### src/rtl/inst_fetch.sv
// inst_fetch: MIPS64 fetch stage owning the PC and instruction register, fetching over a req/ack handshake.
// Optional fetch timeout with a sticky error state when IFETCH_TIMEOUT_EN is defined.
module inst_fetch #(
   parameter int ADDR_W = 64,
   parameter logic [ADDR_W-1:0] RESET_PC = '0
`ifdef IFETCH_TIMEOUT_EN
   , parameter int TIMEOUT = 255
`endif
) (
   input  logic              clk,
   input  logic              rst_n,
   input  logic              PCen,
   input  logic              PCSrc,
   input  logic              jump,
   input  logic [15:0]       branch_off,
   input  logic [25:0]       jump_idx,
   output logic              imem_req,
   output logic [ADDR_W-1:0] imem_addr,
   input  logic              imem_ack,
   input  logic [31:0]       imem_rdata,
   output logic [31:0]       ir_out,
   output logic [5:0]        opcode,
   output logic              ir_valid,
   output logic [ADDR_W-1:0] pc_out,
   output logic              fetch_err
);
   typedef enum logic [1:0] {IDLE, FETCH, DECODE, ERR} state_t;
   state_t state;
   logic [ADDR_W-1:0] pc4, bra, jmp, next_pc;
   assign pc4 = pc_out + ADDR_W'(4);
   assign bra = pc4 + {{(ADDR_W-18){branch_off[15]}}, branch_off, 2'b00};
   assign jmp = {pc4[ADDR_W-1:28], jump_idx, 2'b00};
   assign next_pc = jump ? jmp : PCSrc ? bra : pc4;
   assign imem_addr = pc_out;
   assign opcode = ir_out[31:26];
`ifdef IFETCH_TIMEOUT_EN
   logic [15:0] cnt;
`else
   assign fetch_err = 1'b0;
`endif
   always_ff @(posedge clk or negedge rst_n) begin
      if (!rst_n) begin
         state <= IDLE;
         pc_out <= RESET_PC;
         imem_req <= 1'b0;
         ir_out <= '0;
         ir_valid <= 1'b0;
`ifdef IFETCH_TIMEOUT_EN
         cnt <= '0;
         fetch_err <= 1'b0;
`endif
      end else begin
         case (state)
            IDLE: begin
               state <= FETCH;
               imem_req <= 1'b1;
`ifdef IFETCH_TIMEOUT_EN
               cnt <= '0;
`endif
            end
            FETCH: begin
               if (imem_ack) begin
                  ir_out <= imem_rdata;
                  ir_valid <= 1'b1;
                  imem_req <= 1'b0;
                  state <= DECODE;
               end
`ifdef IFETCH_TIMEOUT_EN
               else if (cnt == 16'(TIMEOUT - 1)) begin
                  fetch_err <= 1'b1;
                  imem_req <= 1'b0;
                  state <= ERR;
               end else
                  cnt <= cnt + 16'd1;
`endif
            end
            DECODE: begin
               if (PCen) begin
                  pc_out <= next_pc;
                  ir_valid <= 1'b0;
                  imem_req <= 1'b1;
                  state <= FETCH;
`ifdef IFETCH_TIMEOUT_EN
                  cnt <= '0;
`endif
               end
            end
            default: ;
         endcase
      end
   end
endmodule

### config.mk
export PLATFORM = sky130hd
export DESIGN_NAME = inst_fetch
export DESIGN_NICKNAME = d
export VERILOG_FILES = /design/src/rtl/inst_fetch.sv
export SDC_FILE = /design/constraint.sdc
export NUM_CORES = 1
export LEC_CHECK = 0
export CAP_MARGIN = 20
export CORE_MARGIN = 4
export CORE_UTILIZATION = 40
export DETAILED_ROUTE_END_ITERATION = 8
export GPL_TIMING_DRIVEN = 0
export PLACE_DENSITY = 0.74
export SETUP_SLACK_MARGIN = 0.02
export SLEW_MARGIN = 20
export SYNTH_ARGS = -nofsm -noshare
export SYNTH_HDL_FRONTEND = slang
export SYNTH_SLANG_ARGS = --single-unit
### constraint.sdc
create_clock -name clk -period 5.92 [get_ports clk]
set_input_delay 0.592 -clock clk [delete_from_list [all_inputs] [get_ports clk]]
set_output_delay 0.592 -clock clk [all_outputs]
set_load 0.005 [all_outputs]
==> results.txt, run 1 <==
----------------------------------------------------
[STA]
  Fin crit share ... 95.3%
  Setup ws final ... 0.280 ns
  Maximum clock frequency ... 177 MHz
  Final Hold Vio Count ... 0
  Actual transition at the worst max-transition pin ... 1.02 ns
  Headroom to the max-slew limit ... 32.1%
  Final hold slack ... 0.118 ns
  Final critical path time including I/O delays and setup ... 5.64 ns
  Unrepaired setup endpoints after global routing ... false
  Max-slew violation total from the final report ... 0
  Final Skew ... 0.00872 ns
  Final number of setup-violating endpoints ... 0
  Final sum of negative setup slack ... 0 ns

[GRT]
  GRT Resource Usage Total ... 25.6%
  Number of antenna violations at the first check in global routing ... 1
  Global route total overflow ... 0
  First-pass GRT wire length ... 57,400 microns
  Maximum number of pins on one net before global-route repair ... 63
  Vias in the first global route ... 10,400

[Power and ir drop]
  Sequential share of power ... 23.3%
  Leakage ... 5.87 nW
  Internal power ... 3.27 mW
  Peak VDD IR ... 0.242 mV
  Clock share of power ... 10.9%
  Switching portion of total power ... 42.9%
  Combinational power share ... 65.8%
  Switching pwr ... 2.46 mW
  Pwr/cell area ... 428 nW/um^2

[Outcome]
  Run status ... finished, final reports clean

[Critical path]
  Startpoint Class ... flip-flop
  Crit path to ... imem_addr[61]$_DFFE_PN0P_
  Slowest cell on the critical path ... dfrtp_1
  Number of cell instances on the worst register-to-register path ... 17
  Maximum single-stage delay on the critical path ... 0.53 ns
  Kind of end point of the critical path ... flip-flop
  Kind of critical path ... flip-flop to flip-flop
  Register-to-Register Setup Slack ... 0.28 ns
  Worst path bufs/invs ... 1
  R2r startpoint ... imem_addr[19]$_DFFE_PN0P_
  Crit Path Max Fanout ... 8
  End of the worst register-to-register path ... imem_addr[61]$_DFFE_PN0P_
  Start point of the critical path ... imem_addr[19]$_DFFE_PN0P_
  Ordered list of cells on the worst path ... and4_1, and4_1, nand3_1, nor4_4, nand2_1, xnor2_1, ha_1, clkbuf_1, nand4_1, or3_1, a2111oi_2, nor2_1, o21a_1, o31a_1, o41ai_1, xnor2_1, o21ai_0
  CP required ... 6.14 ns
  Stages on the worst setup path ... 17
  Data arrival, critical path ... 5.86 ns
  Cell class contributing the biggest share of worst-path delay ... simple AND/OR/NAND/NOR gates

[Final layout]
  Multi-input logic area ... 6860 sq um
  Number of nets in the layout ... 1,699
  Area Growth Syn to Fin ... 32.5%
  Most common cell after layout, fill and taps aside ... clkdlybuf4s50_1
  Final non-filler cell total ... 1,871
  Register cell area after layout ... 2430 sq um
  Commonest cells after routing, fill and taps aside ... clkdlybuf4s50_1 (241), a21oi_1 (125), nand2_1 (124), nor2_1 (106), dfrtp_1 (96)
  Share of layout cells above drive strength 1 ... 10.0%
  Count of fill cells added during filler insertion ... 2,302
  Layout Cell Area excl Fill ... 13,400 sq um

[Drt]
  Total vias in the final route ... 10,700
  Count of antenna-violating nets left after detailed routing ... 0
  First DRT Iteration DRCs ... 911
  Wirelength, routed ... 37,100 microns
  DRC violation count after routing ... 0
  Routed vias/inst ... 5.72
  Per-cell routed wire length ... 19.8 microns
  Number of detailed-route iterations in the first pass ... 6

[Floorplanning]
  Floorplan die height ... 167 microns
  Count of pins on the block boundary ... 249
  Core ar. ... 24,600 sq um
  Die width ... 167 microns
  Initial core utilization ... 41.1%
  Floorplan row count ... 57
  Total Die Area ... 27,900 sq um

[Synthesis]
  Top flip-flop cell by instance count after synthesis ... dfrtp_1
  Share of the yosys chip area belonging to registers ... 24.0%
  Number of warnings issued by yosys ... 0
  Number of synthesized register bits ... 97
  Number of synthesized flops with an enable pin ... 0
  Gate count of the mapped netlist ... 1,279
  Per-instance average area after synthesis ... 7.90 sq um
  Cell Area, Synth ... 10,100 sq um
  Post-synthesis async set-or-reset flop share ... 100%
  Distinct cell type count after synthesis ... 73

[Placed design]
  Final HPWL DP ... 28,600 microns
  Cell area reported after detailed placement ... 13,000 sq um
  Dpl ws ... -0.103 ns
  Final estimated routing congestion in global placement ... 0.987
  DP Cell Count ... 1,851
  Port-buffer cells ... 243

[Hold path]
  Worst hold path class ... input pin to async pin

[CTS]
  CTS Buffer Depth ... 2
  TritonCTS clock tree ... done
  Clk sinks ... 97
  Root buffer cell ... clkbuf_16
  Clock latency at the later pin of the worst-skew pair ... 0.36 ns
  # hold bufs at CTS ... 0
  Htree depth ... 3
  Number of buffers inserted during clock tree synthesis ... 9
  CTS clock-pin slew for the worst setup and hold paths ... 0.08 ns

[Flow run]
  Max cap viols ... 0

----------------------------------------------------
[what timing repair did]
item                                    in CTS  in global routing
endpoints found under the setup margin       7                 12
pin swaps                                    0                  3
setup buffers                                0                  3
resized for setup                            2                 10
[stage by stage]
step | total power [mW] | util [%]
after floorplan | 3.48 | -
after global placement | 5.00 | 52.7
after detailed placement | 5.05 | 52.8
after CTS | 5.71 | 54.1
after global routing | 6.19 | 54.4
final | 5.73 | 54.4
[registers in the layout, indices dropped and copies added, names as in the netlist]
signal,cells
imem_addr,62
ir_out,32
ir_valid,1
state,2
[power by group through the flow]
stage / clock [mW] / sequential (mW) / combinational, mW
global placement: 0 / 1.32 / 3.68
global route: 0.670 / 1.39 / 4.13
CTS: 0.639 / 1.33 / 3.74
detailed placement: 0 / 1.34 / 3.71
floorplan: 0 / 1.25 / 2.22
finish: 0.626 / 1.34 / 3.77
[cell families (layout without fill, tap and decap cells)]
family / after synthesis / in the layout / share of synthesized area, %
mux: 38 / 38 / 4.17
fa+ha+maj: 78 / 78 / 9.73
buf+inv: 168 / 431 / 8.96
simple gates: 395 / 395 / 18.5
flops: 97 / 97 / 24.0
compound gates: 390 / 390 / 24.9
other cells: 1 / 6 / 0.0371
xor+xnor: 112 / 112 / 9.70
[worst min path at each step]
stage	from	end	slack, ns	cells past startpoint
5_1_grt	rst_n	ir_out[23]$_DFFE_PN0P_	0.14	1
3_5_place_dp	ir_valid$_DFFE_PN0P_	ir_valid$_DFFE_PN0P_	0.48	2
4_1_cts	rst_n	ir_out[23]$_DFFE_PN0P_	0.13	1
2_1_floorplan	rst_n	imem_addr[10]$_DFFE_PN0P_	0.30	0
3_3_place_gp	ir_valid$_DFFE_PN0P_	ir_valid$_DFFE_PN0P_	0.47	2
6_report	rst_n	ir_out[23]$_DFFE_PN0P_	0.12	1
[synthesized netlist by cell type (all sizes together) (4+ instances only)]
| cell | count | share of area [%] |
|---|---|---|
| clkbuf | 54 | 2.0 |
| a21o | 52 | 3.9 |
| mux2 | 33 | 3.7 |
| o21a | 12 | 0.89 |
| xor2 | 45 | 3.9 |
| mux2i | 5 | 0.50 |
| o211a | 4 | 0.40 |
| and3 | 21 | 1.3 |
| or2 | 4 | 0.25 |
| a31o | 5 | 0.43 |
| nor4 | 9 | 0.56 |
| a21boi | 5 | 0.37 |
| nand4 | 37 | 2.3 |
| buf | 80 | 5.7 |
| and4 | 10 | 0.87 |
| o211ai | 11 | 0.87 |
| o21ai | 81 | 4.0 |
| o31ai | 6 | 0.54 |
| nand2 | 124 | 4.6 |
| o21bai | 13 | 0.97 |
| nor3 | 19 | 0.99 |
| xnor2 | 67 | 5.8 |
| or3 | 4 | 0.25 |
| a31oi | 13 | 0.80 |
| a211oi | 13 | 0.97 |
| o22ai | 13 | 0.80 |
| nand3 | 36 | 1.8 |
| o31a | 4 | 0.35 |
| inv | 34 | 1.3 |
| a21oi | 125 | 6.2 |
| o41ai | 4 | 0.42 |
| dfrtp | 97 | 24 |
| nor2b | 5 | 0.31 |
| nor2 | 108 | 4.0 |
| ha | 77 | 9.5 |
| and2 | 6 | 0.37 |
[per-layer routing]
layer / GRT usage [%] / up-vias / share of wire [%]
li1: - / 5085 / -
met1: 34.0 / 4983 / 42
met2: 40.6 / 541 / 45
met3: 5.48 / 95 / 9.1
met4: 10.6 / 0 / 3.8
met5: 0 / - / 0
[worst reg2reg max path: cells and delay by family, from the launching register on]
kind,cells,cell delay (ns)
AOI/OAI and AO/OA,5,1.51
adders and majority gates,1,0.28
DFF,1,0.53
and+or+nand+nor,8,2.55
buffers and inverters,1,0.27
xor gates and xnor gates,2,0.35
[layout make-up]
type	instances	share of cell area [%]
diodes	1	0.0187
clock inverters	7	0.626
clock buffers	9	1.68
flip-flops and latches	97	18.1
well taps	324	3.03
inverters	34	0.953
multi-input cells	1018	51.2
repair buffers	247	18.5
plain buffers	134	5.81
No activity file was read; power rests on OpenSTA's default activity.
==> inputs of run 2 (changes only) <==
--- a/config.mk
+++ b/config.mk
@@ -12,7 +12,6 @@
 export GPL_TIMING_DRIVEN = 0
 export PLACE_DENSITY = 0.74
 export SETUP_SLACK_MARGIN = 0.02
-export SLEW_MARGIN = 20
 export SYNTH_ARGS = -nofsm -noshare
 export SYNTH_HDL_FRONTEND = slang
 export SYNTH_SLANG_ARGS = --single-unit
==> constraint.sdc (replaced) <==
create_clock -name clk -period 5.92 [get_ports clk]
set_input_delay 1.184 -clock clk [delete_from_list [all_inputs] [get_ports clk]]
set_output_delay 1.184 -clock clk [all_outputs]
set_load 0.005 [all_outputs]
==> results.txt, run 2 (synthesis gave the netlist of run 1 again) <==
----------------------------------------------------
[Placed design]
  Port-buffer cells ... 243
  Cell area reported after detailed placement ... 13,000 sq um
  Final HPWL DP ... 28,800 microns
  Final estimated routing congestion in global placement ... 0.987

[CTS]
  Htree depth ... 3
  CTS Buffer Depth ... 2
  TritonCTS clock tree ... done
  Root buffer cell ... clkbuf_16
  Clk sinks ... 97
  Number of buffers inserted during clock tree synthesis ... 9
  CTS clock-pin slew for the worst setup and hold paths ... 0.09 ns
  Clock latency at the later pin of the worst-skew pair ... 0.37 ns

[Drt]
  Number of detailed-route iterations in the first pass ... 7
  Routed vias/inst ... 5.79
  First DRT Iteration DRCs ... 984
  DRC violation count after routing ... 0
  Total vias in the final route ... 10,800
  Wirelength, routed ... 37,400 microns
  Count of antenna-violating nets left after detailed routing ... 0
  Per-cell routed wire length ... 20.0 microns

[Final layout]
  Register cell area after layout ... 2430 sq um
  Share of layout cells above drive strength 1 ... 9.70%
  Largest register FFs ... 62
  Commonest cells after routing, fill and taps aside ... clkdlybuf4s50_1 (241), a21oi_1 (125), nand2_1 (124), nor2_1 (107), dfrtp_1 (97)
  Number of antenna repair diodes ... 0
  Count of fill cells added during filler insertion ... 2,310
  Most common cell after layout, fill and taps aside ... clkdlybuf4s50_1
  Number of nets in the layout ... 1,700
  Area Growth Syn to Fin ... 32.3%
  Multi-input logic area ... 6810 sq um
  Layout Cell Area excl Fill ... 13,400 sq um
  Utilization of the core after routing ... 54.3%

[STA]
  Fin crit share ... 99.2%
  Max-slew violation total from the final report ... 0
  Final Hold Vio Count ... 0
  Final number of setup-violating endpoints ... 0
  Final Skew ... 0.0100 ns
  Final sum of negative setup slack ... 0 ns
  Actual transition at the worst max-transition pin ... 0.972 ns
  Final critical path time including I/O delays and setup ... 5.87 ns
  Maximum clock frequency ... 170 MHz
  Unrepaired setup endpoints after global routing ... true
  Headroom to the max-slew limit ... 35.2%
  Final hold slack ... 0.485 ns

[Power and ir drop]
  Peak VDD IR ... 0.192 mV
  Pwr/cell area ... 430 nW/um^2
  Leakage ... 5.85 nW

[Hold path]
  Worst hold path class ... flip-flop to flip-flop

[Critical path]
  Crit Path Max Fanout ... 8
  Kind of critical path ... flip-flop to flip-flop
  Kind of end point of the critical path ... flip-flop
  Data arrival, critical path ... 6.11 ns
  Startpoint Class ... flip-flop
  CP required ... 6.15 ns

[Flow run]
  Max cap viols ... 0

[Floorplanning]
  Die width ... 167 microns
  Core ar. ... 24,600 sq um
  Floorplan row count ... 57
  Initial core utilization ... 41.1%
  Count of pins on the block boundary ... 249
  Total Die Area ... 27,900 sq um
  Floorplan die height ... 167 microns

[GRT]
  Maximum number of pins on one net before global-route repair ... 61
  Global route total overflow ... 0
  First-pass GRT wire length ... 58,100 microns
  Number of antenna violations at the first check in global routing ... 0
  GRT Resource Usage Total ... 25.8%
  Vias in the first global route ... 10,300

[Outcome]
  Run status ... finished, final reports clean

----------------------------------------------------
[run 2: path summary, 6_finish.rpt]
check / startpoint / to / slack [ns] / cells past startpoint
worst max-delay path: imem_addr[19]$_DFFE_PN0P_ / imem_addr[61]$_DFFE_PN0P_ / 0.05 / 18
worst min-delay path: ir_valid$_DFFE_PN0P_ / ir_valid$_DFFE_PN0P_ / 0.48 / 2
worst max register to register: imem_addr[19]$_DFFE_PN0P_ / imem_addr[61]$_DFFE_PN0P_ / 0.05 / 18
worst min register to register: ir_valid$_DFFE_PN0P_ / ir_valid$_DFFE_PN0P_ / 0.48 / 2
max in group asynchronous: rst_n / imem_addr[39]$_DFFE_PN0P_ / 4.45 / 2
min in group asynchronous: rst_n / ir_out[23]$_DFFE_PN0P_ / 0.78 / 1
[run 2: power by group]
group	internal, mW	switching, mW	leakage (nW)	total, mW
clock	0.304	0.332	0.151	0.636
combinational	2.04	1.74	4.49	3.77
sequential	0.931	0.402	1.21	1.33
[run 2: layout make-up]
type                    count  area share (%)
clock inverters             7           0.627
clock buffers               9            1.68
well taps                 324            3.03
plain buffers             134            5.82
multi-input cells        1018            50.9
repair buffers            248            18.8
flip-flops and latches     97            18.2
inverters                  34           0.955
[run 2: routing by layer]
metal	GRT usage (%)	up-vias	part of all wire [%]
li1	-	5092	-
met1	34.7	5082	42
met2	42.1	575	45
met3	4.38	84	9.3
met4	8.96	0	3.1
met5	0	-	0
[run 2: critical path, cell delays in order, from the launching register on]
cell and delay (ns):
dfrtp_1 0.54, and4_1 0.35, and4_1 0.34, nand3_1 0.16, nor4_2 0.60, nand2_1 0.25, nor2_1 0.17, xor2_1 0.10
ha_1 0.28, clkbuf_1 0.29, nand4_1 0.22, or3_1 0.45, o31ai_1 0.42, nor2_1 0.21, o21a_1 0.32, o31a_1 0.37
o41ai_1 0.41, xnor2_1 0.16, o21ai_0 0.08
[run 2: repair_timing]
| action | in CTS | in global routing |
|---|---|---|
| pin swaps | 0 | 1 |
| hold buffers | 0 | 0 |
| setup buffers | 0 | 2 |
| endpoints found under the setup margin | 4 | 9 |
| gates resized for setup | 2 | 2 |
[run 2: metrics by stage]
| step | power, mW | cells | setup WS (ns) |
|---|---|---|---|
| 3_5_place_dp | 5.06 | 1853 | -0.0974 |
| 4_1_cts | 5.72 | 1869 | 0.146 |
| 2_1_floorplan | 3.48 | 1283 | 1.24 |
| 6_report | 5.74 | 1871 | 0.0455 |
| 5_1_grt | 6.18 | 1871 | -0.131 |
| 3_3_place_gp | 5.00 | 1850 | -1.35 |
